[config.mk]
export PLATFORM = sky130hd
export DESIGN_NAME = fetch_hazard_ctrl
export DESIGN_NICKNAME = d
export VERILOG_FILES = /design/src/rtl/fetch_hazard_ctrl.sv
export SDC_FILE = /design/constraint.sdc
export NUM_CORES = 1
export LEC_CHECK = 0
export CAP_MARGIN = 25
export CORE_MARGIN = 4
export CORE_UTILIZATION = 35
export CTS_CLUSTER_DIAMETER = 100
export DETAILED_ROUTE_END_ITERATION = 8
export GPL_TIMING_DRIVEN = 0
export HOLD_SLACK_MARGIN = 0.03
export PLACE_DENSITY_LB_ADDON = 0.12
export SLEW_MARGIN = 10
export SYNTH_ARGS = -nofsm -noshare
export SYNTH_HDL_FRONTEND = slang
export SYNTH_SLANG_ARGS = --single-unit
[constraint.sdc]
create_clock -name I_CLOCK -period 2.7 [get_ports I_CLOCK]
set_input_delay 0.405 -clock I_CLOCK [delete_from_list [all_inputs] [get_ports I_CLOCK]]
set_output_delay 0.405 -clock I_CLOCK [all_outputs]
set_load 0.01 [all_outputs]
[src/rtl/fetch_hazard_ctrl.sv]
// Register scoreboard and branch-redirect controller for fetch/decode; dependency stall and issue are combinational, branch outputs registered.
// Optional HAZARD_WB_BYPASS_EN lets a source whose last pending write retires this cycle issue without waiting.
module fetch_hazard_ctrl (
  input  logic        I_CLOCK,
  input  logic        I_RESET_N,
  input  logic        I_LOCK,
  input  logic        I_DE_Valid,
  input  logic [3:0]  I_DE_Src1,
  input  logic [3:0]  I_DE_Src2,
  input  logic        I_DE_Src1Used,
  input  logic        I_DE_Src2Used,
  input  logic [3:0]  I_DE_Dest,
  input  logic        I_DE_DestWrite,
  input  logic        I_DE_IsBranch,
  input  logic        I_WB_Valid,
  input  logic [3:0]  I_WB_Dest,
  input  logic        I_MEM_BranchResolved,
  input  logic [15:0] I_MEM_BranchPC,
  output logic        O_DepStallSignal,
  output logic        O_BranchStallSignal,
  output logic        O_BranchAddrSelect,
  output logic [15:0] O_BranchPC,
  output logic        O_Issue
);

  typedef enum logic [1:0] {
    ST_IDLE     = 2'd0,
    ST_WAIT     = 2'd1,
    ST_REDIRECT = 2'd2
  } state_t;

  state_t      state_q, state_d;
  logic [15:0] pc_q, pc_d;
  logic [1:0]  cnt_q [16];
  logic [1:0]  cnt_d [16];

  logic        wb_fwd1, wb_fwd2;
  logic        src1_haz, src2_haz, dest_haz;
  logic        hazard, dep_stall, issue;
  logic [15:0] inc_vec, dec_vec;

`ifdef HAZARD_WB_BYPASS_EN
  // The only outstanding write to this source retires now, so the value is on the WB bus.
  assign wb_fwd1 = I_WB_Valid && (I_WB_Dest == I_DE_Src1) && (cnt_q[I_DE_Src1] == 2'd1);
  assign wb_fwd2 = I_WB_Valid && (I_WB_Dest == I_DE_Src2) && (cnt_q[I_DE_Src2] == 2'd1);
`else
  assign wb_fwd1 = 1'b0;
  assign wb_fwd2 = 1'b0;
`endif

  assign src1_haz  = I_DE_Src1Used && (cnt_q[I_DE_Src1] != 2'd0) && !wb_fwd1;
  assign src2_haz  = I_DE_Src2Used && (cnt_q[I_DE_Src2] != 2'd0) && !wb_fwd2;
  assign dest_haz  = I_DE_DestWrite && (cnt_q[I_DE_Dest] == 2'd3);
  assign hazard    = I_DE_Valid && (src1_haz || src2_haz || dest_haz);
  assign dep_stall = I_LOCK && hazard;
  assign issue     = I_LOCK && I_DE_Valid && !dep_stall && (state_q == ST_IDLE);

  assign inc_vec = (issue && I_DE_DestWrite) ? (16'h0001 << I_DE_Dest) : 16'h0000;
  assign dec_vec = I_WB_Valid ? (16'h0001 << I_WB_Dest) : 16'h0000;

  always_comb begin
    for (int i = 0; i < 16; i++) begin
      cnt_d[i] = cnt_q[i];
      if (inc_vec[i] && !dec_vec[i]) begin
        cnt_d[i] = cnt_q[i] + 2'd1;
      end else if (dec_vec[i] && !inc_vec[i] && (cnt_q[i] != 2'd0)) begin
        cnt_d[i] = cnt_q[i] - 2'd1;
      end
    end
  end

  always_comb begin
    state_d = state_q;
    pc_d    = pc_q;
    case (state_q)
      ST_IDLE: begin
        if (issue && I_DE_IsBranch) begin
          state_d = ST_WAIT;
        end
      end
      ST_WAIT: begin
        if (I_MEM_BranchResolved) begin
          state_d = ST_REDIRECT;
          pc_d    = I_MEM_BranchPC;
        end
      end
      ST_REDIRECT: begin
        state_d = ST_IDLE;
      end
      default: begin
        state_d = ST_IDLE;
      end
    endcase
  end

  // Dropping I_LOCK is a synchronous flush back to the reset image.
  always_ff @(posedge I_CLOCK or negedge I_RESET_N) begin
    if (!I_RESET_N) begin
      state_q <= ST_IDLE;
      pc_q    <= 16'h0000;
      for (int i = 0; i < 16; i++) begin
        cnt_q[i] <= 2'd0;
      end
    end else if (!I_LOCK) begin
      state_q <= ST_IDLE;
      pc_q    <= 16'h0000;
      for (int i = 0; i < 16; i++) begin
        cnt_q[i] <= 2'd0;
      end
    end else begin
      state_q <= state_d;
      pc_q    <= pc_d;
      for (int i = 0; i < 16; i++) begin
        cnt_q[i] <= cnt_d[i];
      end
    end
  end

  // Combinational outputs are gated so reset and lock-low read as all-zero at once.
  assign O_DepStallSignal    = dep_stall && I_RESET_N;
  assign O_Issue             = issue && I_RESET_N;
  assign O_BranchStallSignal = I_LOCK && (state_q != ST_IDLE);
  assign O_BranchAddrSelect  = I_LOCK && (state_q == ST_REDIRECT);
  assign O_BranchPC          = I_LOCK ? pc_q : 16'h0000;

endmodule

Word-level counts from Yosys, hierarchy flattened
Index checks and enable logic that the tools add are counted.

Bits in registers: 50. Input port bits: 42. Output and inout bits: 20. Logic and storage cells: 252.

Add/sub/neg operators: 32. Magnitude comparators: 3. Equality and inequality tests: 23. Shift operators: 2. Muxes and demuxes: 52. Bitwise gates (word level): 3. Reductions and logical operators: 119.

Operators with widths (count): two-way mux 16 bit (6); two-way mux 2 bit (41); logical AND 1 bit (62); inequality test 3 x 1 -> 1 bit (second input constant) (16); nonzero test 2 bit (19); zero test 1 bit (33); adder 2 x 1 -> 2 bit (second input constant) (16); two-way mux 32 bit (1); << shifter 1 x 4 -> 16 bit (first input constant) (2); subtractor 2 x 1 -> 2 bit (second input constant) (16); binary-select mux 2 bit (select 4 bit) (3); greater-or-equal comparator 5 bit (second input constant) (3); inverter 4 -> 5 bit (3); == test 2 bit (second input constant) (2); inequality test 2 x 1 -> 1 bit (second input constant) (2); one-hot mux 2 bit (2 select lines) (1); AND reduction 2 bit (2); inequality test 3 x 2 -> 1 bit (second input constant) (1); inequality test 3 bit (second input constant) (1); == test 2 x 1 -> 1 bit (second input constant) (1); zero test 2 bit (1); logical OR 1 bit (2).

Depth between registers and ports, before layout
Depth in word-level cells: 21. Mapped depth: 10. Depth with buffers taken out: 7.

Worst setup path before layout
Ideal clock, no wire load.

Kind: register to output. From: register cnt_q[26] (netlist bit). To: output port O_Issue. Data arrival time: 2232 ps. Data required time: 2295 ps. Path slack: 63 ps. Cell stages (with the launch flop): 9. Path buffers: 2. Cells stage by stage: dfrtp_1 -> or3_1 -> o311ai_1 -> o2111ai_1 -> a311o_1 -> buf_6 -> nor3_2 -> buf_2 -> and2_1.

Longest elaborated chain between the ends: 13. Elaborated cells on any way between the ends: 23. Classes of those cells: eq/ne (1); mux (9); reduce/logical (13).

Ends and longest elaborated chain: start, declared (line 34) `logic [1:0] cnt_q [16];`; start signal, assigned by index (line 114) `cnt_q[i] <= cnt_d[i];`; binary-select mux 2 bit (select 4 bit), on equally long branches (line 51, 52); two-way mux 2 bit, on equally long branches (2 in series) (line 51, 52); nonzero test 2 bit, on equally long branches (line 51, 52); logical AND 1 bit, on equally long branches (line 51, 52); logical OR 1 bit (line 54) `assign hazard = I_DE_Valid && (src1_haz || src2_haz || dest_haz);`; logical OR 1 bit (*) (line 54); logical AND 1 bit (*) (line 54); logical AND 1 bit (*) (line 55) `assign dep_stall = I_LOCK && hazard;`; zero test 1 bit (*) (line 56) `assign issue = I_LOCK && I_DE_Valid && !dep_stall && (state_q == ST_IDLE);`; logical AND 1 bit (*) (2 in series) (line 56); logical AND 1 bit (*) (line 121) `assign O_Issue = issue && I_RESET_N;`; end, declared (line 23) `output logic O_Issue`.

Every way passes the cells marked *; elsewhere a longest branch is shown, timed or not. The select of a mux whose other input is x is not followed.

Worst setup path in the final report
From: register cnt_q[27] (netlist bit). To: output port O_Issue.

The elaborated chain is that of the path after synthesis.

==> impl_metrics.py <==
metrics = {
    "power_and_ir_drop": {
        "cellPowerDensity_nw_per_um2": 338,
        "vdd_ir_drop_max_mv": 0.187,
        "power_frac_seq_pct": 49.2,
        "swShare_pct": 30.7,
        "comb_power_share_pct": 18.6,
        "clock_power_share_pct": 32.2,
        "static-leakage-power_nw": 1.86,
        "netSwitchingPower_uw": 476,
        "internal_power_mw": 1.08,
    },
    "synthesis": {
        "synth_seq_cells": 50,
        "synth.area.top_cells": "sky130_fd_sc_hd__dfrtp_1 (36%), sky130_fd_sc_hd__nand2_1 (9.0%), sky130_fd_sc_hd__mux4_2 (5.8%)",
        "postSynthNetCount": 469,
        "async_flop_share_pct": 100,
        "synth_edf_count": 0,
        "yosysUniqueCellTypes": 56,
        "synth_sequential_area_ratio_pct": 35.8,
        "synth_area_per_cell_um2": 8.18,
        "mapped_cell_area_um2": 3490,
        "post-synth-top-area-fraction_pct": 35.8,
        "netlist.top_cell.by_area": "sky130_fd_sc_hd__dfrtp_1",
        "synth-warning-count": 0,
        "synth_most_common_cell": "sky130_fd_sc_hd__nand2_1",
        "synth_top_cells_by_count": "sky130_fd_sc_hd__nand2_1 (84), sky130_fd_sc_hd__dfrtp_1 (50), sky130_fd_sc_hd__nor2_1 (41), sky130_fd_sc_hd__a21oi_1 (34), sky130_fd_sc_hd__and2_1 (24)",
        "postSynthCellCount": 427,
        "synth_ff_type": "sky130_fd_sc_hd__dfrtp_1",
    },
    "routing": {
        "drt.antenna.violating_nets": 0,
        "vias_cell": 5.50,
        "detailedRoute.firstPassIterationCount": 5,
        "finalWirelength_mm": 11.2,
        "average_wire_per_cell_in_the_routed_design_um": 17.4,
        "vias": 3541,
        "drt_iter0_drc": 234,
        "drc": 0,
    },
    "timing": {
        "worst_pin_slew_ps": 762,
        "final_critical_path_setup_slack_ps": -231,
        "worst_hold_slack_ps": 103,
        "fin_skew_ps": 12.2,
        "final-max-slew-violation-count": 0,
        "grt_setup_unrepaired": "yes",
        "report.final.setup_viol": 2,
        "fmaxAchievable_ghz": 0.341,
        "fin_crit_ps": 2930,
        "slew_headroom_pct": 49.0,
        "finalCritPeriodShare_pct": 109,
        "hold_violations": 0,
    },
    "floorplanning": {
        "chipWidth_um": 108,
        "fp.dieArea_um2": 11600,
        "chipHeight_um": 108,
        "rows": 36,
        "floorplan.io_pins": 62,
        "placeable_core_area_um2": 9730,
        "start_util_pct": 35.9,
    },
    "setup_path": {
        "crit_path_end_kind": "output port",
        "critical_path.max_stage_delay_ps": 430,
        "worst-endpoint-arrival_ps": 2530,
        "regToRegEndpoint": "cnt_q[10]",
        "timing.critical_path.slowest_stage_cell": "sky130_fd_sc_hd__dfrtp_1",
        "r2r-start": "cnt_q[27]",
        "r2r_cells": 9,
        "timing.critical_path.cells": "or3_1 -> o311ai_2 -> o2111ai_2 -> a311o_1 -> buf_6 -> buf_6 -> nor3_4 -> buf_6 -> and2_4 -> buf_6",
        "worst_ep_required_time_ps": 2300,
        "worst-setup-path-type": "reg2out",
        "worst_path_dominant_cell_family": "simple AND/OR/NAND/NOR gates",
        "timing.critical_path.buf_inv": 4,
        "worst_path_most_repeated_cell": "sky130_fd_sc_hd__buf_6",
        "ff2ff_setup_slack_ps": 90,
        "setup.worst_path.start_class": "flop",
        "crit_fanout": 4,
    },
    "job": {
        "cap_viol_max_count": 0,
    },
    "finish": {
        "drive_gt1_share_pct": 15.3,
        "fin_nets": 552,
        "n_fill_cell": 1007,
        "final-seq-area_um2": 1260,
        "multi_input_area_um2": 2200,
        "area.growth.synth_to_final_pct": 31.3,
        "antenna_cells": 0,
    },
    "grt": {
        "global_router_s_overall_resource_usage_pct": 20.1,
        "pin_count_of_the_biggest_net_entering_global_routing": 53,
        "first_global_vias": 3481,
        "globalRouteOverflowTotal": 0,
        "antenna_found_initial": 0,
        "grt_pass1_wl_mm": 18.3,
    },
    "clock_tree": {
        "clkTransAtPathRegs_ps": 110,
        "clock_tree.buffer_depth": 2,
        "cts-buffers-inserted": 5,
        "clkLatencyLatePin_ps": 320,
        "tritoncts_clock_tree": "built",
        "clk_root_buffer_cell": "sky130_fd_sc_hd__clkbuf_8",
        "ctsHtreeMaxLevel": 2,
        "tritoncts_num_sinks": 50,
    },
    "placement": {
        "placement.setup.worst_slack_ps": -1260,
        "dp_hpwl_mm": 8.12,
        "gp_congestion": 0.882,
        "numPortBuffers": 58,
    },
    "run_status": {
        "violations_in_the_final_reports": "setup timing",
        "outcome": "complete, but fails checks",
    },
    "worst_hold_path": {
        "min-delay-path-class": "in2async",
    },
}
[state kept, by name, indices dropped and copies added (netlist names)]
signal,cells
state_q,2
pc_q,16
cnt_q,32
[cell type report]
class                      instances  share of cell area [%]
sequential                        50                    27.4
clock buffer                       5                    1.50
buffer                            18                    2.37
timing repair buffer              77                    15.8
clock inverter                     3                   0.573
multi-input combinational        348                    47.9
inverter                          10                   0.818
tap                              133                    3.63
[routing by layer]
metal / up-vias / wire, um / GRT usage (%)
met5: - / 0 / 0
met1: 1680 / 5060 / 27.8
met3: 29 / 733 / 3.48
li1: 1710 / - / -
met4: 0 / 349 / 8.12
met2: 122 / 5080 / 31.2
[placed cells by master, fill, tap and decap left out, drive strengths merged, types with 11 or more instances in the layout]
cell type | Yosys | routed
buf | 6 | 26
inv | 10 | 13
nor2 | 41 | 41
dfrtp | 50 | 50
nand2 | 84 | 84
a21oi | 34 | 34
nor3 | 11 | 11
o21ai | 18 | 18
clkdlybuf4s50 | 0 | 49
nand3 | 13 | 13
clkbuf | 13 | 18
and2 | 24 | 24
[how the worst max path moves through the flow]
stage,start,endpoint,cells after the start
floorplan,cnt_q[26],O_Issue,8
global placement,I_RESET_N,O_DepStallSignal,4
detailed placement,I_DE_Src1[0],O_Issue,10
CTS,cnt_q[26],O_DepStallSignal,10
global route,cnt_q[0],O_Issue,10
finish,cnt_q[27],O_Issue,10
[through the flow]
step / instances / util (%) / total power [mW] / instance area [um2] / TNS [ps]
6_report: 644 / 47.2 / 1.55 / 4590 / -438
5_1_grt: 644 / 47.2 / 1.62 / 4590 / -631
4_1_cts: 640 / 46.0 / 1.56 / 4470 / -609
3_5_place_dp: 618 / 43.6 / 1.04 / 4240 / -18260
3_3_place_gp: 618 / 43.6 / 1.04 / 4240 / -47940
2_1_floorplan: 427 / - / 0.900 / 3490 / 0
[power by group through the flow]
stage               combinational, mW  sequential, mW  clock (mW)
finish                          0.289           0.764       0.500
floorplan                       0.123           0.777           0
detailed placement              0.264           0.778           0
global route                    0.316           0.765       0.541
CTS                             0.282           0.763       0.514
global placement                0.265           0.778           0
[cell families (layout without fill, tap and decap cells)]
| family | Yosys count | count (layout) | synth area share [%] |
|---|---|---|---|
| buffers and inverters | 29 | 113 | 3.65 |
| and+or+nand+nor | 231 | 231 | 33.7 |
| AOI/OAI and AO/OA | 100 | 100 | 18.9 |
| muxes | 13 | 13 | 6.95 |
| DFF | 50 | 50 | 35.8 |
| xor gates and xnor gates | 4 | 4 | 1.00 |
[repair_timing]
action | CTS | global route
gates cloned | 0 | 0
pin swaps | 5 | 7
setup endpoints to repair | 42 | 29
buffers inserted | 15 | 3
resized for setup | 25 | 26
hold buffers | 0 | 0
Note: power is estimated with default switching activity, not from simulation.
